File: config.mk
export PLATFORM = sky130hd
export DESIGN_NAME = spi_adc_reader_flat
export DESIGN_NICKNAME = d
export VERILOG_FILES = /design/src/rtl/spi_adc_pkg.sv /design/src/rtl/spi_adc_reader_if.sv /design/src/rtl/spi_adc_sck_gen.sv /design/src/rtl/spi_adc_reader.sv /design/src/flat_wrapper.sv
export SDC_FILE = /design/constraint.sdc
export NUM_CORES = 1
export LEC_CHECK = 0
export ABC_AREA = 1
export ABC_CLOCK_PERIOD_IN_PS = 2200
export BUFFER_PORTS_ARGS = -buffer_cell sky130_fd_sc_hd__buf_2
export CAP_MARGIN = 20
export CORE_MARGIN = 2
export CORE_UTILIZATION = 45
export CTS_BUF_LIST = sky130_fd_sc_hd__clkbuf_16
export DETAILED_ROUTE_END_ITERATION = 10
export PLACE_DENSITY_LB_ADDON = 0.3
export SETUP_SLACK_MARGIN = 0.15
export SLEW_MARGIN = 10
export SYNTH_ARGS = -nofsm -noshare
export SYNTH_HDL_FRONTEND = slang
export SYNTH_SLANG_ARGS = --single-unit
File: constraint.sdc
create_clock -name clk -period 2.2 [get_ports clk]
set_clock_uncertainty 0.2 [all_clocks]
set_input_delay 0.11 -clock clk [delete_from_list [all_inputs] [get_ports clk]]
set_output_delay 0.11 -clock clk [all_outputs]
set_load 0.005 [all_outputs]
File: src/rtl/spi_adc_pkg.sv
// Shared types and elaboration helpers for the SPI ADC reader.
package spi_adc_pkg;

   typedef enum logic [1:0] {
      IDLE  = 2'd0,
      FRAME = 2'd1,
      QUIET = 2'd2
   } spi_adc_state_e;

   localparam int SPI_ADC_MIN_CLK_DIV  = 2;
   localparam int SPI_ADC_MIN_QUIET    = 1;
   localparam int SPI_ADC_MIN_DATA_W   = 2;
   localparam int SPI_ADC_MAX_AVG_LOG2 = 8;

   // Counter width able to hold 0..n-1, never narrower than one bit.
   function automatic int spi_adc_cnt_w(input int n);
      return (n > 1) ? $clog2(n) : 1;
   endfunction

   function automatic int spi_adc_bit_w(input int frame_bits);
      return spi_adc_cnt_w(frame_bits);
   endfunction

   function automatic int spi_adc_div_w(input int clk_div);
      return spi_adc_cnt_w(clk_div);
   endfunction

   function automatic bit spi_adc_params_ok(input int data_w, input int lead_bits,
                                            input int frame_bits, input int clk_div,
                                            input int quiet_cyc, input int avg_log2);
      return (data_w >= SPI_ADC_MIN_DATA_W) && (lead_bits >= 0) &&
             (lead_bits + data_w <= frame_bits) &&
             (clk_div >= SPI_ADC_MIN_CLK_DIV) && (clk_div % 2 == 0) &&
             (quiet_cyc >= SPI_ADC_MIN_QUIET) &&
             (avg_log2 >= 0) && (avg_log2 <= SPI_ADC_MAX_AVG_LOG2);
   endfunction

endpackage

File: src/rtl/spi_adc_reader_if.sv
// Pin and sample-handshake bundle of the SPI ADC reader.
interface spi_adc_reader_if #(
   parameter int DATA_W = 12
) ();
   logic              start;
   logic              cont;
   logic              sdo;
   logic              cs_n;
   logic              sck;
   logic [DATA_W-1:0] sample;
   logic              sample_valid;
   logic              sample_ready;
   logic              overrun;
   logic              ovr_clr;
   logic              busy;

   modport master (
      input  start, cont, sdo, sample_ready, ovr_clr,
      output cs_n, sck, sample, sample_valid, overrun, busy
   );

   modport slave (
      output start, cont, sdo, sample_ready, ovr_clr,
      input  cs_n, sck, sample, sample_valid, overrun, busy
   );
endinterface

File: src/rtl/spi_adc_sck_gen.sv
// SCK divider: registered sck plus combinational rise and frame-end strobes
// that coincide with the clk edge producing the sck 0->1 and the last 1->0.
module spi_adc_sck_gen
   import spi_adc_pkg::*;
#(
   parameter int CLK_DIV    = 2,
   parameter int FRAME_BITS = 16,
   localparam int BW        = spi_adc_bit_w(FRAME_BITS)
) (
   input  logic          clk,
   input  logic          rst,
   input  logic          en,
   output logic          sck,
   output logic          rise,
   output logic          frame_end,
   output logic [BW-1:0] bit_idx
);

   localparam int DW = spi_adc_div_w(CLK_DIV);
   localparam logic [DW-1:0] DIV_LAST = DW'(CLK_DIV - 1);
   localparam logic [DW-1:0] DIV_HALF = DW'(CLK_DIV / 2);
   localparam logic [DW-1:0] RISE_AT  = DW'(CLK_DIV / 2 - 1);
   localparam logic [BW-1:0] BIT_LAST = BW'(FRAME_BITS - 1);

   logic [DW-1:0] div, div_nxt;
   logic          wrap;

   assign wrap      = (div == DIV_LAST);
   assign div_nxt   = wrap ? '0 : div + 1'b1;
   assign rise      = en && (div == RISE_AT);
   assign frame_end = en && wrap && (bit_idx == BIT_LAST);

   // sck follows the count the divider is about to enter, so it stays registered
   always_ff @(posedge clk or negedge rst) begin
      if (!rst) begin
         div     <= '0;
         bit_idx <= '0;
         sck     <= 1'b0;
      end else if (!en) begin
         div     <= '0;
         bit_idx <= '0;
         sck     <= 1'b0;
      end else begin
         div <= div_nxt;
         sck <= (div_nxt >= DIV_HALF);
         if (wrap)
            bit_idx <= frame_end ? '0 : bit_idx + 1'b1;
      end
   end

endmodule

File: src/rtl/spi_adc_reader.sv
// SPI ADC reader: frames conversions over CS/SCK/MISO, publishes on valid/ready.
// Build option SPI_ADC_AVG_EN averages 2^AVG_LOG2 frames per published sample.
module spi_adc_reader
   import spi_adc_pkg::*;
#(
   parameter int DATA_W     = 12,
   parameter int LEAD_BITS  = 2,
   parameter int FRAME_BITS = 16,
   parameter int CLK_DIV    = 2,
   parameter int QUIET_CYC  = 2,
   parameter int AVG_LOG2   = 2
) (
   input  logic             clk,
   input  logic             rst,
   spi_adc_reader_if.master bus
);

   localparam int BW  = spi_adc_bit_w(FRAME_BITS);
   localparam int BW1 = BW + 1;
   localparam int QW  = spi_adc_cnt_w(QUIET_CYC);
   localparam logic [BW:0]   WIN_LO = BW1'(LEAD_BITS);
   localparam logic [BW:0]   WIN_HI = BW1'(LEAD_BITS + DATA_W);
   localparam logic [QW-1:0] Q_LAST = QW'(QUIET_CYC - 1);
   localparam bit PARAMS_OK = spi_adc_params_ok(DATA_W, LEAD_BITS, FRAME_BITS,
                                                 CLK_DIV, QUIET_CYC, AVG_LOG2);

   generate
      if (!PARAMS_OK) begin : g_bad_params
         $error("spi_adc_reader: illegal parameter combination");
      end
   endgenerate

   spi_adc_state_e    state, state_nxt;
   logic [QW-1:0]     q_cnt;
   logic              rise, frame_end;
   logic [BW-1:0]     bit_idx;
   logic [DATA_W-1:0] shreg;
   logic              in_win;
   logic              grp_open;
   logic              pub;
   logic [DATA_W-1:0] pub_word;

   spi_adc_sck_gen #(
      .CLK_DIV    (CLK_DIV),
      .FRAME_BITS (FRAME_BITS)
   ) u_sck (
      .clk       (clk),
      .rst       (rst),
      .en        (state == FRAME),
      .sck       (bus.sck),
      .rise      (rise),
      .frame_end (frame_end),
      .bit_idx   (bit_idx)
   );

   always_comb begin
      state_nxt = state;
      unique case (state)
         IDLE:    if (bus.start || bus.cont) state_nxt = FRAME;
         FRAME:   if (frame_end) state_nxt = QUIET;
         QUIET:   if (q_cnt == Q_LAST) state_nxt = (bus.cont || grp_open) ? FRAME : IDLE;
         default: state_nxt = IDLE;
      endcase
   end

   // cs_n and busy are decoded from the next state so they stay registered
   always_ff @(posedge clk or negedge rst) begin
      if (!rst) begin
         state    <= IDLE;
         q_cnt    <= '0;
         bus.cs_n <= 1'b1;
         bus.busy <= 1'b0;
      end else begin
         state    <= state_nxt;
         q_cnt    <= (state == QUIET && state_nxt == QUIET) ? q_cnt + 1'b1 : '0;
         bus.cs_n <= (state_nxt != FRAME);
         bus.busy <= (state_nxt != IDLE);
      end
   end

   assign in_win = ({1'b0, bit_idx} >= WIN_LO) && ({1'b0, bit_idx} < WIN_HI);

   always_ff @(posedge clk or negedge rst) begin
      if (!rst)
         shreg <= '0;
      else if (rise && in_win)
         shreg <= {shreg[DATA_W-2:0], bus.sdo};
   end

`ifdef SPI_ADC_AVG_EN
   localparam int AW = DATA_W + AVG_LOG2;
   localparam int FW = spi_adc_cnt_w(1 << AVG_LOG2);
   localparam logic [FW-1:0] FRM_LAST = FW'((1 << AVG_LOG2) - 1);

   logic [AW-1:0] acc, acc_sum;
   logic [FW-1:0] frm_cnt;

   assign acc_sum  = acc + AW'(shreg);
   assign pub      = frame_end && (frm_cnt == FRM_LAST);
   // a partially collected group keeps the FSM framing even if cont drops
   assign grp_open = (frm_cnt != '0);
   assign pub_word = acc_sum[AW-1 -: DATA_W];

   always_ff @(posedge clk or negedge rst) begin
      if (!rst) begin
         acc     <= '0;
         frm_cnt <= '0;
      end else if (frame_end) begin
         if (pub) begin
            acc     <= '0;
            frm_cnt <= '0;
         end else begin
            acc     <= acc_sum;
            frm_cnt <= frm_cnt + 1'b1;
         end
      end
   end
`else
   assign pub      = frame_end;
   assign grp_open = 1'b0;
   assign pub_word = shreg;
`endif

   // a publish always wins over the handshake clearing valid
   always_ff @(posedge clk or negedge rst) begin
      if (!rst) begin
         bus.sample       <= '0;
         bus.sample_valid <= 1'b0;
         bus.overrun      <= 1'b0;
      end else begin
         if (pub) begin
            bus.sample       <= pub_word;
            bus.sample_valid <= 1'b1;
         end else if (bus.sample_valid && bus.sample_ready) begin
            bus.sample_valid <= 1'b0;
         end
         if (pub && bus.sample_valid && !bus.sample_ready)
            bus.overrun <= 1'b1;
         else if (bus.ovr_clr)
            bus.overrun <= 1'b0;
      end
   end

endmodule

File: src/flat_wrapper.sv
// flat-port wrapper written by rule: the top's interface ports become plain ports
module spi_adc_reader_flat import spi_adc_pkg::*;
#(
   parameter int DATA_W     = 12,
   parameter int LEAD_BITS  = 2,
   parameter int FRAME_BITS = 16,
   parameter int CLK_DIV    = 2,
   parameter int QUIET_CYC  = 2,
   parameter int AVG_LOG2   = 2
)
  (clk, rst, bus_start, bus_cont, bus_sdo, bus_sample_ready, bus_ovr_clr, bus_cs_n, bus_sck, bus_sample, bus_sample_valid, bus_overrun, bus_busy);
  spi_adc_reader_if #(.DATA_W(DATA_W)) bus_i ();
  input  logic clk;
  input  logic rst;
  input wire logic [$bits(bus_i.start)-1:0] bus_start;
  input wire logic [$bits(bus_i.cont)-1:0] bus_cont;
  input wire logic [$bits(bus_i.sdo)-1:0] bus_sdo;
  input wire logic [$bits(bus_i.sample_ready)-1:0] bus_sample_ready;
  input wire logic [$bits(bus_i.ovr_clr)-1:0] bus_ovr_clr;
  output wire logic [$bits(bus_i.cs_n)-1:0] bus_cs_n;
  output wire logic [$bits(bus_i.sck)-1:0] bus_sck;
  output wire logic [$bits(bus_i.sample)-1:0] bus_sample;
  output wire logic [$bits(bus_i.sample_valid)-1:0] bus_sample_valid;
  output wire logic [$bits(bus_i.overrun)-1:0] bus_overrun;
  output wire logic [$bits(bus_i.busy)-1:0] bus_busy;
  assign bus_i.start = bus_start;
  assign bus_i.cont = bus_cont;
  assign bus_i.sdo = bus_sdo;
  assign bus_i.sample_ready = bus_sample_ready;
  assign bus_i.ovr_clr = bus_ovr_clr;
  assign bus_cs_n = bus_i.cs_n;
  assign bus_sck = bus_i.sck;
  assign bus_sample = bus_i.sample;
  assign bus_sample_valid = bus_i.sample_valid;
  assign bus_overrun = bus_i.overrun;
  assign bus_busy = bus_i.busy;
  spi_adc_reader #(.DATA_W(DATA_W), .LEAD_BITS(LEAD_BITS), .FRAME_BITS(FRAME_BITS), .CLK_DIV(CLK_DIV), .QUIET_CYC(QUIET_CYC), .AVG_LOG2(AVG_LOG2)) u_core (.clk(clk), .rst(rst), .bus(bus_i));
endmodule
Yosys cells after proc, flatten, opt, wreduce, memory -nomap -nowiden
Index checks and enable logic that the tools add are counted.
Widths: inputs -> output; s select.
- logic and storage cells: 55
- input port bits: 7
- output and inout port bits: 17
- register bits: 37
- $lt $le $gt $ge: 3
- add/sub/neg operators: 3
- equal/unequal tests: 6
- bitwise gates (word level): 1
- mux-type cells: 16
- reductions and logical operators: 15
- operator list (cell ; count):
    $mux 4 ; 3
    $logic_and 1x1->1 ; 9
    $mux 1 ; 9
    $mux 2 ; 3
    $pmux 2 s3 ; 1
    $reduce_bool 2->1 ; 3
    $add 4x1->4 const B ; 1
    $eq 2x2->1 const B ; 2
    $eq 4x4->1 const B ; 1
    $ge 4x2->1 const B ; 1
    $lt 4x4->1 const B ; 1
    $ne 2x1->1 const B ; 2
    $add 1x1->1 const B ; 2
    $eq 2x1->1 const B ; 1
    $logic_not 2->1 ; 1
    $ge 1x1->1 const B ; 1
    $logic_not 1->1 ; 1
    $logic_or 1x1->1 ; 1
    $not 1->1 ; 1

Logic depth before layout (Yosys ltp)
- word-level depth: 8
- mapped depth: 7
- mapped depth without buffers: 6

Modules after synthesis
From an unflattened synthesis, not the netlist that was laid out.
- cells, all modules: 165
- area, all modules: 1477.7 sq um
- by module, submodules not included (module ; cells each ; times used ; sequential area each (sq um) ; area an instance (sq um)):
    spi_adc_reader ; 135 ; 1 ; 777.0 ; 1233.7
    spi_adc_sck_gen ; 30 ; 1 ; 125.1 ; 244.0

Worst setup path after synthesis
No wires, ideal clock.
- path kind: reg2reg
- start point: reg u_core.u_sck.bit_idx[1]
- end point: reg u_core.bus.sample[0]
- data arrival time: 1.062 ns
- slack: 0.821 ns
- stages on the path, launching flop included: 8
- required time: 1.884 ns
- clock period less this slack: 1.379 ns
- buffers on the path: 1
- setup time: 0.116 ns
- cell sequence: dfrtp_1 -> ha_1 -> nand2_2 -> nor2_8 -> nand2_4 -> buf_6 -> nand2_1 -> nand2_1
- word-level cells in the longest chain between the ends: 2
- ends and longest elaborated chain (element ; RTL line ; RTL):
    start: declaration ; spi_adc_sck_gen.sv:16 ; output logic [BW-1:0] bit_idx
    start signal: assignment ; spi_adc_sck_gen.sv:47 ; bit_idx <= frame_end ? '0 : bit_idx + 1'b1;
    $eq 4x4->1 ; spi_adc_sck_gen.sv:31 ; assign frame_end = en && wrap && (bit_idx == BIT_LAST);
    $logic_and 1x1->1 ; spi_adc_sck_gen.sv:31 ;
    end signal: assignment ; spi_adc_reader.sv:132 ; bus.sample <= pub_word;
    end: declaration ; spi_adc_reader_if.sv:19 ; output cs_n, sck, sample, sample_valid, overrun, busy
No other way between the ends.
A chain may end at the register's enable or synchronous reset.

Final worst setup path
- start point: reg u_core.u_sck.bit_idx[1]
- end point: reg u_core.bus.overrun
- word-level cells in the longest chain between the ends: 5
- elaborated cells on any way between the ends: 6
- those cells by class: eq/ne (1); mux (1); reduce/logical (4)
- ends and longest elaborated chain (element ; RTL line ; RTL):
    $eq 4x4->1 * ; spi_adc_sck_gen.sv:31 ;
    $logic_and 1x1->1 * ; spi_adc_sck_gen.sv:31 ;
    $logic_and 1x1->1 * (2 in series) ; spi_adc_reader.sv:137 ; if (pub && bus.sample_valid && !bus.sample_ready)
    $mux 1 / $reduce_bool 2->1 (equally long branches) ; - ;
    end signal: assignment ; spi_adc_reader.sv:129 ; bus.overrun <= 1'b0;
    end signal: assignment ; spi_adc_reader.sv:138 ; bus.overrun <= 1'b1;
    end signal: assignment ; spi_adc_reader.sv:140 ; bus.overrun <= 1'b0;
    end: declaration ; spi_adc_reader_if.sv:19 ;
Every way passes the cells marked *; elsewhere a longest branch is shown, timed or not.

==> qor.yml <==
outcome: "finished clean"
n_antenna_cell: 0
place_ws_ps: 648
postRouteAntennaNets: 0
drive_gt1_frac: 0.223
final_common_cell: "nand2_1"
synth-seq-cells: 36
hold_class: "in -> reg"
timing.slew.headroom: 0.493
postSynthCellCount: 166
yosysSeqAreaShare: 0.579
gp_congestion: 0.775
antenna_found_initial: 0
arrival_ps: 1890
routed_wl_um: 2820
timing.final.ws_setup_ps: 328
layout_common_cells: "nand2_1 (58), dfrtp_1 (35), buf_2 (23)"
clkSinkCount: 36
remaining_drc_errors: 0
synth_warnings: 0
fmax_mhz: 534
start_util: 0.467
final_util: 0.561
ios: 24
hold_ws_ps: 19.5
grt_pass1_wl_um: 4900
vias_per_cell: 4.80
grt_pass1_vias: 1101
worstSetupEndpointType: "flip-flop"
finalHoldViolations: 0
crit_required_ps: 2220
crit_path_max_incr_delay_ps: 560
first_pass_iters: 4
syn-num-nets: 174
area_growth_pct: 20.1
die_area_um2: 3950
vias: 1167
power-per-cell-area_nw_per_um2: 1140
cts_inserted_buffers: 5
rsz0062_at_grt: "false"
rows: 21
avgSynthCellArea_um2: 9.39
grt_max_degree: 37
dieWidth_um: 62.9
finalMaxSlewViolations: 0
tritoncts: "done"
tightest_slew_ps: 761
setup_viol: 0
netlist_area_um2: 1560
critPathLaunchType: "flip-flop"
drv_cap: 0
tns_ps: 0
p_leak_nw: 1.02
cts-resized-gates: 0
fp.dieH_um: 62.9
io_buffers: 23
routedWlPerCell_um: 11.6
peakVddDrop_mv: 0.503
crit_buf_inv: 1
cts_root_buf: "clkbuf_16"
path_max_fanout: 4
crit_chain: "ha_1 -> nand2_2 -> nor2_8 -> nand3_1 -> o22ai_1 -> dlygate4sd3_1"
clkSlewWorstSetupHoldPaths_ps: 50
cts_max_level: 2
p_total_mw: 2.13
first_iter_violations: 51
finalNetCount: 204
crit_family: "buffers and inverters"
period_share: 0.851
clk_latency_ps: 280
grt.overflow.total: 0
hpwlAfterDp_um: 1870
fin_crit_ps: 1870
synth_cell_types: 23
clockBufferDepth: 2
crit_slowest_cell: "dlygate4sd3_1"
critPathKind: "reg -> reg"
coreArea_um2: 3340
grt_use_total: 0.167
## final cells by class
type | instances | area (um2)
fill | 298 | 1460
sequential | 36 | 902
multi-input combinational | 110 | 542
timing repair buffer | 30 | 180
clock buffer | 5 | 125
tap | 46 | 57.6
inverter | 13 | 52.6
clock inverter | 3 | 13.8
## cell usage after synthesis
cell      count  area (um2)
nand3_2       1        10.0
dfrtp_1      35         876
buf_4         1        7.51
buf_2         2        10.0
o21ai_0       4        20.0
inv_1        10        37.5
o22ai_1       1        6.26
inv_2         1        3.75
nand4_1      12        75.1
nor2_1        5        18.8
ha_1          1        12.5
a21oi_1       4        20.0
o21ai_1       1        5.00
dfstp_2       1        26.3
nand2_1      58         218
nor2_8        1        20.0
nand3b_4      1        20.0
nand3_1      16        80.1
inv_4         1        6.26
clkinv_2      1        5.00
nand2_4       1        11.3
buf_6         4        45.0
nand2_2       4        25.0
## per-stage QoR
stage | cell area [um2] | cells
after floorplan | 1560 | 166
after global placement | 1670 | 228
after detailed placement | 1670 | 228
after CTS | 1860 | 241
after global routing | 1870 | 243
final | 1870 | 243
## registers in the layout, summed over array words and instances (netlist names)
signal                   cells
u_core.bus.sample           12
u_core.pub_word             12
u_core.u_sck.bit_idx         4
u_core.state                 2
u_core.bus.busy              1
u_core.bus.cs_n              1
u_core.bus.overrun           1
u_core.bus.sample_valid      1
u_core.q_cnt                 1
u_core.u_sck.div             1
## logic make-up (layout without fill, tap and decap cells)
| group | Yosys count | count (layout) | share of synthesized area |
|---|---|---|---|
| fa+ha+maj | 1 | 1 | 0.00802 |
| flops | 36 | 36 | 0.579 |
| simple gates | 99 | 99 | 0.307 |
| compound gates | 10 | 10 | 0.0329 |
| buf+inv | 20 | 51 | 0.0738 |
## report_power, final
part / switching, mW / internal, mW / total, mW
combinational: 0.330 / 0.179 / 0.509
sequential: 0.135 / 0.829 / 0.964
clock: 0.245 / 0.410 / 0.655
## tightest hold or removal path: cells and delay by family
kind	cells	cell delay [ps]
buf+inv	1	100
compound gates	1	80
simple gates	3	150
## per-layer routing
metal | share of wire | vias to the layer above | global-route usage
li1 | - | 599 | -
met1 | 0.46 | 536 | 0.193
met2 | 0.47 | 25 | 0.258
met3 | 0.049 | 7 | 0.0649
met4 | 0.024 | 0 | 0.103
met5 | 0 | - | 0
## what timing repair did
item,in CTS,in global routing
setup endpoints to repair,0,1
endpoints found under the hold margin,38,0
hold buffers,5,0
setup buffers,0,2
## path summary, 6_finish.rpt
check / startpoint / to / slack [ps] / depth (start not counted)
worst max-delay path: u_core.u_sck.bit_idx[1]$_DFFE_PN0N_ / u_core.bus.overrun$_DFFE_PN0P_ / 330 / 6
worst min-delay path: bus_cont / u_core.state[0]$_DFF_PN0_ / 20 / 5
worst max register to register: u_core.u_sck.bit_idx[1]$_DFFE_PN0N_ / u_core.bus.overrun$_DFFE_PN0P_ / 330 / 6
max in group asynchronous: rst / u_core.pub_word[4]$_DFFE_PN0P_ / 1080 / 2
worst min register to register: u_core.q_cnt$_DFF_PN0_ / u_core.q_cnt$_DFF_PN0_ / 250 / 1
min in group asynchronous: rst / u_core.bus.busy$_DFF_PN0_ / 240 / 2
Note: power is estimated with default switching activity, not from simulation.
